<file path="src/rtl/mem_access_if.sv">
// Data-memory port between the MEM-stage load/store unit (master) and data memory (slave).
// The request fields are held stable from request until acknowledge.
interface mem_access_if #(
  parameter int DATA_WIDTH = 32
);
  logic                      req;
  logic                      we;
  logic [DATA_WIDTH-1:0]     addr;
  logic [DATA_WIDTH-1:0]     wdata;
  logic [DATA_WIDTH/8-1:0]   wstrb;
  logic                      ack;
  logic [DATA_WIDTH-1:0]     rdata;

  modport master (
    output req, we, addr, wdata, wstrb,
    input  ack, rdata
  );

  modport slave (
    input  req, we, addr, wdata, wstrb,
    output ack, rdata
  );
endinterface

</file>
<file path="src/rtl/mem_access_unit.sv">
// MEM-stage load/store unit: byte/half/word accesses on a ready/ack memory port,
// pipeline hold while an access is outstanding, extended load result for MEM/WB.
module mem_access_unit #(
  parameter int DATA_WIDTH  = 32,
  parameter int TIMEOUT     = 255,
  parameter int CTRL_RD_BIT = 0,
  parameter int CTRL_WR_BIT = 1
) (
  input  logic                  clk,
  input  logic                  i_rst,
  input  logic [DATA_WIDTH-1:0] i_ctrl,
  input  logic [DATA_WIDTH-1:0] i_alu,
  input  logic [DATA_WIDTH-1:0] i_data2,
  input  logic [DATA_WIDTH-1:0] i_instr,
  output logic                  o_stall,
  output logic [DATA_WIDTH-1:0] o_load_data,
  output logic                  o_misaligned,
  output logic                  o_bus_err,
  mem_access_if.master          mem
);

  typedef enum logic [1:0] {IDLE, ACCESS, DONE} state_t;

  localparam logic [7:0] CNT_LAST = 8'(TIMEOUT - 1);

  function automatic logic [31:0] store_wdata(input logic [2:0] f3, input logic [31:0] d);
    case (f3)
      3'b000:  return {4{d[7:0]}};
      3'b001:  return {2{d[15:0]}};
      default: return d;
    endcase
  endfunction

  function automatic logic [3:0] store_wstrb(input logic [2:0] f3, input logic [1:0] off);
    case (f3)
      3'b000:  return 4'b0001 << off;
      3'b001:  return 4'b0011 << off;
      3'b010:  return 4'b1111;
      default: return 4'b0000;
    endcase
  endfunction

  function automatic logic [31:0] load_extend(input logic [2:0] f3, input logic [1:0] off,
                                              input logic [31:0] rdata);
    logic [31:0] sh;
    sh = rdata >> {off, 3'b000};
    case (f3)
      3'b000:  return {{24{sh[7]}}, sh[7:0]};
      3'b001:  return {{16{sh[15]}}, sh[15:0]};
      3'b010:  return rdata;
      3'b100:  return {24'd0, sh[7:0]};
      3'b101:  return {16'd0, sh[15:0]};
      default: return 32'd0;
    endcase
  endfunction

  state_t      state_q, state_d;
  logic [7:0]  cnt_q, cnt_d;
  logic        req_q, req_d;
  logic        we_q, we_d;
  logic [31:0] addr_q, addr_d;
  logic [31:0] wdata_q, wdata_d;
  logic [3:0]  wstrb_q, wstrb_d;
  logic [2:0]  f3_q, f3_d;
  logic [1:0]  off_q, off_d;
  logic [31:0] load_q, load_d;
  logic        bus_err_q, bus_err_d;

  logic        rd, wr, mem_op, f3_ok, mis, fault, go;
  logic [2:0]  f3;
  logic [1:0]  off;
  logic        unused_inputs;

  assign rd     = i_ctrl[CTRL_RD_BIT];
  assign wr     = i_ctrl[CTRL_WR_BIT];
  assign mem_op = rd | wr;
  assign f3     = i_instr[14:12];
  assign off    = i_alu[1:0];
  assign unused_inputs = ^{i_ctrl, i_instr};

  // Decode of the op presented in IDLE; write wins when both control bits are set
  always_comb begin
    f3_ok = 1'b0;
    mis   = 1'b0;
    case (f3)
      3'b000:         f3_ok = 1'b1;
      3'b001:         begin f3_ok = 1'b1; mis = off[0]; end
      3'b010:         begin f3_ok = 1'b1; mis = (off != 2'b00); end
      3'b100, 3'b101: begin f3_ok = !wr; mis = f3[0] & off[0]; end
      default:        f3_ok = 1'b0;
    endcase
  end

  assign fault = mem_op && (!f3_ok || mis);
  assign go    = (state_q == IDLE) && mem_op && !fault;

  assign o_stall      = !i_rst && (go || (state_q == ACCESS));
  assign o_misaligned = !i_rst && (state_q == IDLE) && fault;

  always_comb begin
    state_d   = state_q;
    cnt_d     = cnt_q;
    req_d     = req_q;
    we_d      = we_q;
    addr_d    = addr_q;
    wdata_d   = wdata_q;
    wstrb_d   = wstrb_q;
    f3_d      = f3_q;
    off_d     = off_q;
    load_d    = load_q;
    bus_err_d = 1'b0;
    case (state_q)
      IDLE: begin
        if (go) begin
          state_d = ACCESS;
          cnt_d   = 8'd0;
          req_d   = 1'b1;
          we_d    = wr;
          addr_d  = {i_alu[31:2], 2'b00};
          wdata_d = store_wdata(f3, i_data2);
          wstrb_d = wr ? store_wstrb(f3, off) : 4'b0000;
          f3_d    = f3;
          off_d   = off;
        end else if (fault) begin
          load_d = 32'd0;
        end
      end
      ACCESS: begin
        // Ack in the final counted cycle still completes normally
        if (mem.ack) begin
          state_d = DONE;
          req_d   = 1'b0;
          load_d  = we_q ? 32'd0 : load_extend(f3_q, off_q, mem.rdata);
        end else if (cnt_q == CNT_LAST) begin
          state_d   = DONE;
          req_d     = 1'b0;
          load_d    = 32'd0;
          bus_err_d = 1'b1;
        end else begin
          cnt_d = cnt_q + 8'd1;
        end
      end
      DONE:    state_d = IDLE;
      default: state_d = IDLE;
    endcase
  end

  always_ff @(posedge clk) begin
    if (i_rst) begin
      state_q   <= IDLE;
      cnt_q     <= 8'd0;
      req_q     <= 1'b0;
      we_q      <= 1'b0;
      addr_q    <= 32'd0;
      wdata_q   <= 32'd0;
      wstrb_q   <= 4'd0;
      f3_q      <= 3'd0;
      off_q     <= 2'd0;
      load_q    <= 32'd0;
      bus_err_q <= 1'b0;
    end else begin
      state_q   <= state_d;
      cnt_q     <= cnt_d;
      req_q     <= req_d;
      we_q      <= we_d;
      addr_q    <= addr_d;
      wdata_q   <= wdata_d;
      wstrb_q   <= wstrb_d;
      f3_q      <= f3_d;
      off_q     <= off_d;
      load_q    <= load_d;
      bus_err_q <= bus_err_d;
    end
  end

  assign mem.req     = req_q;
  assign mem.we      = we_q;
  assign mem.addr    = addr_q;
  assign mem.wdata   = wdata_q;
  assign mem.wstrb   = wstrb_q;
  assign o_load_data = load_q;
  assign o_bus_err   = bus_err_q;

endmodule

</file>
<file path="src/flat_wrapper.sv">
// flat-port wrapper written by rule: the top's interface ports become plain ports
module mem_access_unit_flat 
#(
  parameter int DATA_WIDTH  = 32,
  parameter int TIMEOUT     = 255,
  parameter int CTRL_RD_BIT = 0,
  parameter int CTRL_WR_BIT = 1
)
  (clk, i_rst, i_ctrl, i_alu, i_data2, i_instr, o_stall, o_load_data, o_misaligned, o_bus_err, mem_req, mem_we, mem_addr, mem_wdata, mem_wstrb, mem_ack, mem_rdata);
  mem_access_if #(.DATA_WIDTH(DATA_WIDTH)) mem_i ();
  input  logic clk;
  input  logic i_rst;
  input  logic [DATA_WIDTH-1:0] i_ctrl;
  input  logic [DATA_WIDTH-1:0] i_alu;
  input  logic [DATA_WIDTH-1:0] i_data2;
  input  logic [DATA_WIDTH-1:0] i_instr;
  output logic o_stall;
  output logic [DATA_WIDTH-1:0] o_load_data;
  output logic o_misaligned;
  output logic o_bus_err;
  output wire logic [$bits(mem_i.req)-1:0] mem_req;
  output wire logic [$bits(mem_i.we)-1:0] mem_we;
  output wire logic [$bits(mem_i.addr)-1:0] mem_addr;
  output wire logic [$bits(mem_i.wdata)-1:0] mem_wdata;
  output wire logic [$bits(mem_i.wstrb)-1:0] mem_wstrb;
  input wire logic [$bits(mem_i.ack)-1:0] mem_ack;
  input wire logic [$bits(mem_i.rdata)-1:0] mem_rdata;
  assign mem_req = mem_i.req;
  assign mem_we = mem_i.we;
  assign mem_addr = mem_i.addr;
  assign mem_wdata = mem_i.wdata;
  assign mem_wstrb = mem_i.wstrb;
  assign mem_i.ack = mem_ack;
  assign mem_i.rdata = mem_rdata;
  mem_access_unit #(.DATA_WIDTH(DATA_WIDTH), .TIMEOUT(TIMEOUT), .CTRL_RD_BIT(CTRL_RD_BIT), .CTRL_WR_BIT(CTRL_WR_BIT)) u_core (.clk(clk), .i_rst(i_rst), .i_ctrl(i_ctrl), .i_alu(i_alu), .i_data2(i_data2), .i_instr(i_instr), .o_stall(o_stall), .o_load_data(o_load_data), .o_misaligned(o_misaligned), .o_bus_err(o_bus_err), .mem(mem_i));
endmodule
</file>
<file path="config.mk">
export PLATFORM = sky130hd
export DESIGN_NAME = mem_access_unit_flat
export DESIGN_NICKNAME = d
export VERILOG_FILES = /design/src/rtl/mem_access_if.sv /design/src/rtl/mem_access_unit.sv /design/src/flat_wrapper.sv
export SDC_FILE = /design/constraint.sdc
export NUM_CORES = 1
export LEC_CHECK = 0
export BUFFER_PORTS_ARGS = -buffer_cell sky130_fd_sc_hd__buf_2
export CORE_UTILIZATION = 30
export CTS_CLUSTER_DIAMETER = 200
export DETAILED_ROUTE_END_ITERATION = 12
export PLACE_DENSITY = 0.53
export SLEW_MARGIN = 20
export SYNTH_ARGS = -nofsm -noshare
export SYNTH_HDL_FRONTEND = slang
export SYNTH_SLANG_ARGS = --single-unit
</file>
<file path="constraint.sdc">
create_clock -name clk -period 8.2 [get_ports clk]
set_clock_uncertainty 0.05 [all_clocks]
set_input_delay 2.05 -clock clk [delete_from_list [all_inputs] [get_ports clk]]
set_output_delay 2.05 -clock clk [all_outputs]
set_load 0.01 [all_outputs]
</file>
## After elaboration in Yosys (flattened, before gate mapping)

Index checks and enable logic that the tools add are counted.

| word-level totals | value |
|---|---|
| bits in registers | 116 |
| latch bits | 0 |
| bits in writable memories | 0 |
| memory bits (read-only) | 0 |
| bits of input ports | 163 |
| output and inout port bits | 105 |
| logic and storage cells | 84 |
| memories kept | 0 |

| operators by class | value |
|---|---|
| add/subtract/negate cells | 1 |
| $mul | 0 |
| divide/modulo/power cells | 0 |
| $lt $le $gt $ge | 0 |
| equal/unequal tests | 16 |
| shifts and indexed selects | 3 |
| multiplexer cells | 25 |
| bitwise gates (word level) | 3 |
| reductions and logical operators | 25 |

Operator list:

| cell | count |
|---|---|
| 32-bit 2-to-1 mux | 5 |
| 32-bit one-hot mux with 5 select lines | 1 |
| 32-bit one-hot mux with 2 select lines | 2 |
| 32-bit by 5-bit right shift with 16-bit output | 1 |
| 8-bit 2-to-1 mux | 3 |
| 8-bit one-hot mux with 2 select lines | 1 |
| 3-bit == test (second input constant) | 4 |
| 4-bit one-hot mux with 3 select lines | 1 |
| 8-bit by 1-bit adder with 8-bit output (second input constant) | 1 |
| 8-bit == test (second input constant) | 1 |
| 4-bit AND reduction | 2 |
| 3-bit by 1-bit == test with 1-bit output (second input constant) | 2 |
| 3-bit by 2-bit == test with 1-bit output (second input constant) | 2 |
| 1-bit logical AND | 6 |
| 3-bit logical NOT | 2 |
| 2-bit 2-to-1 mux | 3 |
| 2-bit inequality test (second input constant) | 3 |
| 3-bit OR reduction | 2 |
| 1-bit logical NOT | 4 |
| 1-bit 2-to-1 mux | 4 |
| 4-bit 2-to-1 mux | 1 |
| 2-bit by 1-bit inequality test with 1-bit output (second input constant) | 2 |
| 1-bit one-hot mux with 2 select lines | 2 |
| 2-bit one-hot mux with 2 select lines | 1 |
| other kinds (14) | 17 |

## Logic depth before layout (Yosys ltp)

Gate-level depths: netlist of run 1.

| logic depth | value |
|---|---|
| word-level depth | 10 |
| gate-level depth with buffers | 7 |
| depth with buffers taken out | 6 |

## Worst setup path after synthesis of run 1

OpenSTA, ideal clock, no wires.

| path | value |
|---|---|
| path type | input -> output |
| start point | input port i_instr[12] |
| end point | output port o_stall |
| arrival | 3.539 ns |
| data required time | 6.100 ns |
| slack | 2.561 ns |
| stages on the path | 6 |
| path buffers | 3 |
| path through | buf_6 > or4_4 > a2111o_1 > buf_2 > buf_2 > o21ai_0 |

| on the way | value |
|---|---|
| longest elaborated chain between the ends | 10 |
| elaborated cells between the ends (all ways) | 17 |
| those cells by class | 4 x eq/ne; 2 x mux; 1 x bitwise; 10 x reduce/logical |

Ends and longest elaborated chain:

| item | line | RTL |
|---|---|---|
| from (decl) | flat_wrapper.sv:16 | `input logic [DATA_WIDTH-1:0] i_instr;` |
| 3-bit by 1-bit == test with 1-bit output, or another cell as far along | mem_access_unit.sv:85 | `case (f3)` |
| 3-bit OR reduction (no line) or 2-bit OR reduction (tied branches) | - |  |
| 1-bit one-hot mux with 2 select lines | mem_access_unit.sv:85 |  |
| 1-bit logical NOT | mem_access_unit.sv:94 | `assign fault = mem_op && (!f3_ok \|\| mis);` |
| 1-bit logical OR * | mem_access_unit.sv:94 |  |
| 1-bit logical AND * | mem_access_unit.sv:94 |  |
| 1-bit logical NOT * | mem_access_unit.sv:95 | `assign go = (state_q == IDLE) && mem_op && !fault;` |
| 1-bit logical AND * | mem_access_unit.sv:95 |  |
| 1-bit logical OR * | mem_access_unit.sv:97 | `assign o_stall = !i_rst && (go \|\| (state_q == ACCESS));` |
| 1-bit logical AND * | mem_access_unit.sv:97 |  |
| to (decl) | flat_wrapper.sv:17 | `output logic o_stall;` |

Every way passes the cells marked *; elsewhere a longest branch is shown, timed or not.

## Final worst setup path of run 1

Ends and elaborated chain as after synthesis.

==> results of run 1 <==
## final timing paths
kind / cells past startpoint / slack [ns] / endpoint / startpoint
max reg2reg: 4 / 5.37 / u_core.o_load_data[14] / u_core.off_q[1]
max: 5 / 2.08 / o_stall / i_instr[12]
min: 2 / 0.40 / u_core.mem.addr[31] / u_core.mem.addr[31]
min reg2reg: 2 / 0.40 / u_core.mem.addr[31] / u_core.mem.addr[31]
## power by group through the flow
stage | Combinational (W) | Clock [W] | Sequential (W)
after detailed placement | 0.000227 | 0 | 0.000623
after CTS | 0.000227 | 0.000784 | 0.000611
after floorplan | 0.000135 | 0 | 0.000628
final | 0.000225 | 0.000764 | 0.000611
after global placement | 0.000222 | 0 | 0.000621
after global routing | 0.000249 | 0.000806 | 0.000615
## routing by layer
layer,up-vias,global-route usage [%],routed length [microns]
li1,2536,-,-
met1,2491,22.35,7245
met2,186,28.76,8020
met3,21,5.481,1308
met4,2,8.210,290
met5,-,0,16
## registers in the layout, indices dropped and copies added (netlist names)
register,cells
u_core.state_q,2
u_core.mem.wstrb,4
u_core.mem.req,1
u_core.o_bus_err,1
u_core.mem.addr,30
u_core.f3_q,3
u_core.mem.we,1
u_core.cnt_q,8
u_core.o_load_data,32
u_core.mem.wdata,32
u_core.off_q,2
## through the flow
step / utilization [%] / setup WS [ns]
2_1_floorplan: - / 2.561
3_3_place_gp: 37.27 / 2.051
3_5_place_dp: 37.27 / 2.070
4_1_cts: 40.74 / 2.059
5_1_grt: 40.76 / 1.970
6_report: 40.76 / 2.077
## kinds of logic after synthesis
logic type / Yosys count / synth area share [%]
AO/OA/AOI/OAI: 188 / 24.90
AND/OR/NAND/NOR: 173 / 15.64
flip-flops: 116 / 42.87
buffers and inverters: 58 / 4.781
multiplexers: 51 / 11.27
adder cells (fa/ha/maj): 2 / 0.4619
other: 1 / 0.06923
## Yosys cell counts (4+ instances only)
cell         n
mux4_2       8
dfxtp_1    116
inv_1        4
mux2i_1     43
o2bb2ai_1   33
nand2b_1     5
clkbuf_1    29
nand2_1    106
buf_2       15
nand3b_1    23
buf_1        4
buf_4        4
o21ai_0      9
a22oi_1      7
nand3_1      8
a22o_1      24
nor3_1       5
a311o_1      7
nor2_1       8
o22ai_1     18
a21oi_1     62
## critical path: cells and delay by family
kind	cells	cell delay (ns)
compound gates	2	1.00
buf+inv	2	0.39
simple gates	1	0.57
## layout make-up
type / instances / area, sq um
Tap cell: 225 / 281.5
Clock inverter: 15 / 180.2
Clock buffer: 17 / 425.4
Sequential cell: 116 / 2322
Fill cell: 1738 / 10350
Multi-Input combinational cell: 416 / 2850
Timing Repair Buffer: 208 / 1046
Inverter: 5 / 18.77
==> results.py, run 1 <==
metrics = {
    "global_routing": {
        "grt_pass1_vias": 4960,
        "overflow": 0,
        "grt_max_degree": 63,
        "antenna_found_initial": 1,
        "track_usage_pct": 18.10,
        "grt_pass1_wl_microns": 25890,
    },
    "yosys": {
        "syn_area_per_cell_sq_um": 9.196,
        "synth_warnings": 0,
        "synthCells": 589,
        "ys_ff_latch": 116,
        "synth_area_sq_um": 5416,
        "synth_edf_count": 0,
        "ys_async_sr_fraction_pct": 0,
        "post-synth-top-area-cell": "dfxtp_1",
        "ys_top_cells_by_area": "dfxtp_1 (43%), mux2i_1 (7.9%), nand2_1 (7.3%)",
        "synth.distinct_cells": 58,
        "ys_seq_area_share_pct": 42.87,
        "synth_top_area_share_pct": 42.87,
        "synthFlopType": "dfxtp_1",
    },
    "outcome": {
        "status": "finished clean",
    },
    "floorplan": {
        "dieArea_sq_um": 18600,
        "die_h_microns": 136.4,
        "io_pins": 268,
        "start_util_pct": 30.99,
        "die_x_microns": 136.4,
        "core-area_sq_um": 17480,
        "placementRows": 48,
    },
    "setup_path": {
        "cp.arrival_ns": 4.02,
        "cp-end-kind": "output pin",
        "cpMostUsedCell": "buf_2",
        "crit_path_cell_trace": "buf_2 > or4_4 > a2111o_1 > o21ai_0 > buf_2",
        "startpoint_type": "input pin",
        "cp.required_ns": 6.10,
        "cpPeakStageDelay_ns": 0.81,
        "criticalPathCategory": "in2out",
        "critPathMaxFanout": 27,
        "crit_path_top_delay_cell": "a2111o_1",
    },
    "sta": {
        "whs_ns": 0.3996,
        "setup-violations-final": 0,
        "finalMaxSlewViolations": 0,
        "rsz0062_at_grt": "no",
        "tightest_slew_ns": 1.090,
        "finalHoldViolations": 0,
        "fin_crit_ns": 6.123,
        "fin_crit_sh_pct": 74.67,
        "fmax_ghz": 0.1633,
        "slew_headroom_pct": 27.15,
        "finalSetupTns_ns": 0,
    },
    "pwr": {
        "swShare_pct": 27.25,
        "vdd_drop_max_v": 0.0001198,
        "power_frac_comb_pct": 14.1,
        "p_clk_share_pct": 47.7,
        "p_leak_nw": 3.112,
        "finalPower_w": 0.001600,
        "power_density_nw_per_um2": 224.6,
        "pwr-share-seq_pct": 38.2,
        "switchingPower_w": 0.0004360,
        "p_int_w": 0.001164,
    },
    "clocking": {
        "cts_htree_levels": 4,
        "clkSinkCount": 116,
        "ctsRootBufferMaster": "clkbuf_16",
        "ctsHoldBuffers": 0,
        "cts_buffers": 17,
        "ctsResizeCount": 0,
        "cts_buffer_depth": 2,
        "cts_setup_buffers": 0,
        "cts_tree": "yes",
        "path_clk_slew_ns": 0.06,
        "insertion_delay_ns": 0.42,
    },
    "placement": {
        "io_buffers": 206,
        "placed_cell_area_sq_um": 6514,
        "dpl.hpwl_microns": 11910,
        "dp_cells": 970,
        "gp_congestion": 0.8020,
    },
    "layout": {
        "area_delta_synth_final_pct": 31.53,
        "drive_above_1_share_pct": 33.85,
        "stdcell_area_sq_um": 7124,
        "fin_nets": 929,
        "final_common_cell": "buf_2",
        "n_antenna_cell": 0,
        "mostFrequentLayoutCells": "buf_2 (206), dfxtp_1 (116), nand2_1 (106)",
        "fin_cells": 1002,
    },
    "route": {
        "drt_wl_total_microns": 16880,
        "firstDrtPassIters": 5,
        "viasPerCell": 5.226,
        "drc_errors": 0,
        "num_vias": 5236,
        "ant_nets": 0,
        "wire_per_inst_microns": 16.85,
        "drt_iter0_drc": 352,
    },
    "run": {
        "cap_violations": 0,
    },
    "min_path": {
        "worst_hold_path_type": "reg2reg",
    },
}
(Power assumes the default switching activity.)
==> run 2, diff against run 1 <==
--- a/config.mk
+++ b/config.mk
@@ -9,7 +9,7 @@
 export CORE_UTILIZATION = 30
 export CTS_CLUSTER_DIAMETER = 200
 export DETAILED_ROUTE_END_ITERATION = 12
-export PLACE_DENSITY = 0.53
+export PLACE_DENSITY = 0.55
 export SLEW_MARGIN = 20
 export SYNTH_ARGS = -nofsm -noshare
 export SYNTH_HDL_FRONTEND = slang
==> constraint.sdc (replaced) <==
create_clock -name clk -period 5 [get_ports clk]
set_clock_uncertainty 0.05 [all_clocks]
set_input_delay 1.25 -clock clk [delete_from_list [all_inputs] [get_ports clk]]
set_output_delay 1.25 -clock clk [all_outputs]
set_load 0.01 [all_outputs]
==> run 2 against run 1 <==
Clock-buffer cell count is 5 higher. Worst hold slack worse by 0.00096 ns. Via count is 0.78% lower. Largest power group unchanged.
==> results.py, run 2 (same netlist as run 1, synthesis figures left out) <==
metrics = {
    "layout": {
        "area_delta_synth_final_pct": 31.58,
        "final_core_util_pct": 40.78,
        "nFillCells": 1833,
        "fin_nets": 935,
        "drive_above_1_share_pct": 34.14,
        "final_common_cell": "buf_2",
        "n_antenna_cell": 0,
        "mostFrequentLayoutCells": "buf_2 (206), dfxtp_1 (116), nand2_1 (106)",
    },
    "route": {
        "drt_wl_total_microns": 16750,
        "ant_nets": 0,
        "num_vias": 5195,
        "firstDrtPassIters": 5,
        "drt_iter0_drc": 210,
        "drc_errors": 0,
        "wire_per_inst_microns": 16.64,
        "viasPerCell": 5.159,
    },
    "global_routing": {
        "track_usage_pct": 18.17,
        "grt_pass1_wl_microns": 26210,
        "grt_max_degree": 55,
        "overflow": 0,
        "grt_pass1_vias": 4998,
        "antenna_found_initial": 0,
    },
    "placement": {
        "dpl.hpwl_microns": 11490,
        "gp_congestion": 0.8075,
        "pre_cts_ws_ns": 0.9362,
        "io_buffers": 206,
    },
    "pwr": {
        "vdd_drop_max_v": 0.0002391,
        "p_leak_nw": 3.130,
        "finalPower_w": 0.002530,
        "power_density_nw_per_um2": 355.0,
    },
    "floorplan": {
        "start_util_pct": 30.99,
        "dieArea_sq_um": 18600,
        "core-area_sq_um": 17480,
        "die_x_microns": 136.4,
        "io_pins": 268,
        "placementRows": 48,
        "die_h_microns": 136.4,
    },
    "run": {
        "cap_violations": 0,
    },
    "clocking": {
        "ctsRootBufferMaster": "clkbuf_16",
        "path_clk_slew_ns": 0.05,
        "cts_buffers": 17,
        "ctsHoldBuffers": 0,
        "ctsResizeCount": 0,
        "cts_setup_buffers": 0,
        "insertion_delay_ns": 0.40,
        "clkSinkCount": 116,
        "cts_htree_levels": 4,
        "cts_buffer_depth": 2,
        "cts_tree": "yes",
    },
    "setup_path": {
        "cp.arrival_ns": 2.76,
        "startpoint_type": "input pin",
        "cp.required_ns": 3.70,
        "criticalPathCategory": "in2out",
        "cp-end-kind": "output pin",
        "critPathMaxFanout": 16,
    },
    "sta": {
        "fmax_ghz": 0.2461,
        "slew_headroom_pct": 30.99,
        "finalSetupTns_ns": 0,
        "setup-violations-final": 0,
        "fin_crit_ns": 4.063,
        "fin_crit_sh_pct": 81.27,
        "fin_ws_ns": 0.9367,
        "finalHoldViolations": 0,
        "finalMaxSlewViolations": 0,
        "tightest_slew_ns": 1.035,
        "rsz0062_at_grt": "no",
    },
    "outcome": {
        "status": "finished clean",
    },
    "min_path": {
        "worst_hold_path_type": "reg2reg",
    },
}
[run 2: per-layer routing]
| layer | global-route usage [%] | share of wire [%] | routed length (microns) | up-vias |
|---|---|---|---|---|
| met5 | 0 | 0 | 0 | - |
| met4 | 5.617 | 1.1 | 187 | 0 |
| met3 | 6.264 | 7.8 | 1302 | 14 |
| met2 | 28.65 | 46 | 7652 | 185 |
| met1 | 23.15 | 45 | 7609 | 2447 |
| li1 | - | - | - | 2549 |
[run 2: final timing paths]
| kind | slack (ns) | depth (start not counted) | end | startpoint |
|---|---|---|---|---|
| max | 0.94 | 5 | o_stall | i_instr[12] |
| min | 0.40 | 2 | u_core.mem.addr[23] | u_core.mem.addr[23] |
| max reg2reg | 2.23 | 4 | u_core.o_load_data[14] | u_core.f3_q[0] |
| min reg2reg | 0.40 | 2 | u_core.mem.addr[23] | u_core.mem.addr[23] |
[run 2: critical path: stages]
cell and delay [ns]:
buf_2 0.24, or4_4 0.57, a2111o_1 0.44, o21ai_0 0.08, buf_2 0.18
[run 2: power by group]
part | total, W | internal [W] | switching [W]
clock network | 0.00116 | 0.000729 | 0.000427
logic | 0.000380 | 0.000156 | 0.000224
registers | 0.000994 | 0.000969 | 0.0000251
total | 0.00253 | 0.00185 | 0.000676
[run 2: area by class of cell]
| class | count | area [sq um] | area share (%) |
|---|---|---|---|
| sequential | 116 | 2322 | 32.58 |
| tap | 225 | 281.5 | 3.950 |
| timing repair buffer | 214 | 1091 | 15.31 |
| clock inverter | 9 | 78.83 | 1.106 |
| inverter | 5 | 18.77 | 0.2633 |
| clock buffer | 22 | 484.2 | 6.794 |
| multi-input combinational | 416 | 2850 | 39.99 |
[run 2: metrics by stage]
step | cell area (sq um) | hold WS (ns) | std cells
finish | 7127 | 0.3986 | 1007
global route | 7127 | 0.4193 | 1007
CTS | 7122 | 0.4019 | 1007
detailed placement | 6559 | 0.3913 | 976
global placement | 6559 | 0.3896 | 976
floorplan | 5420 | 0.4005 | 590
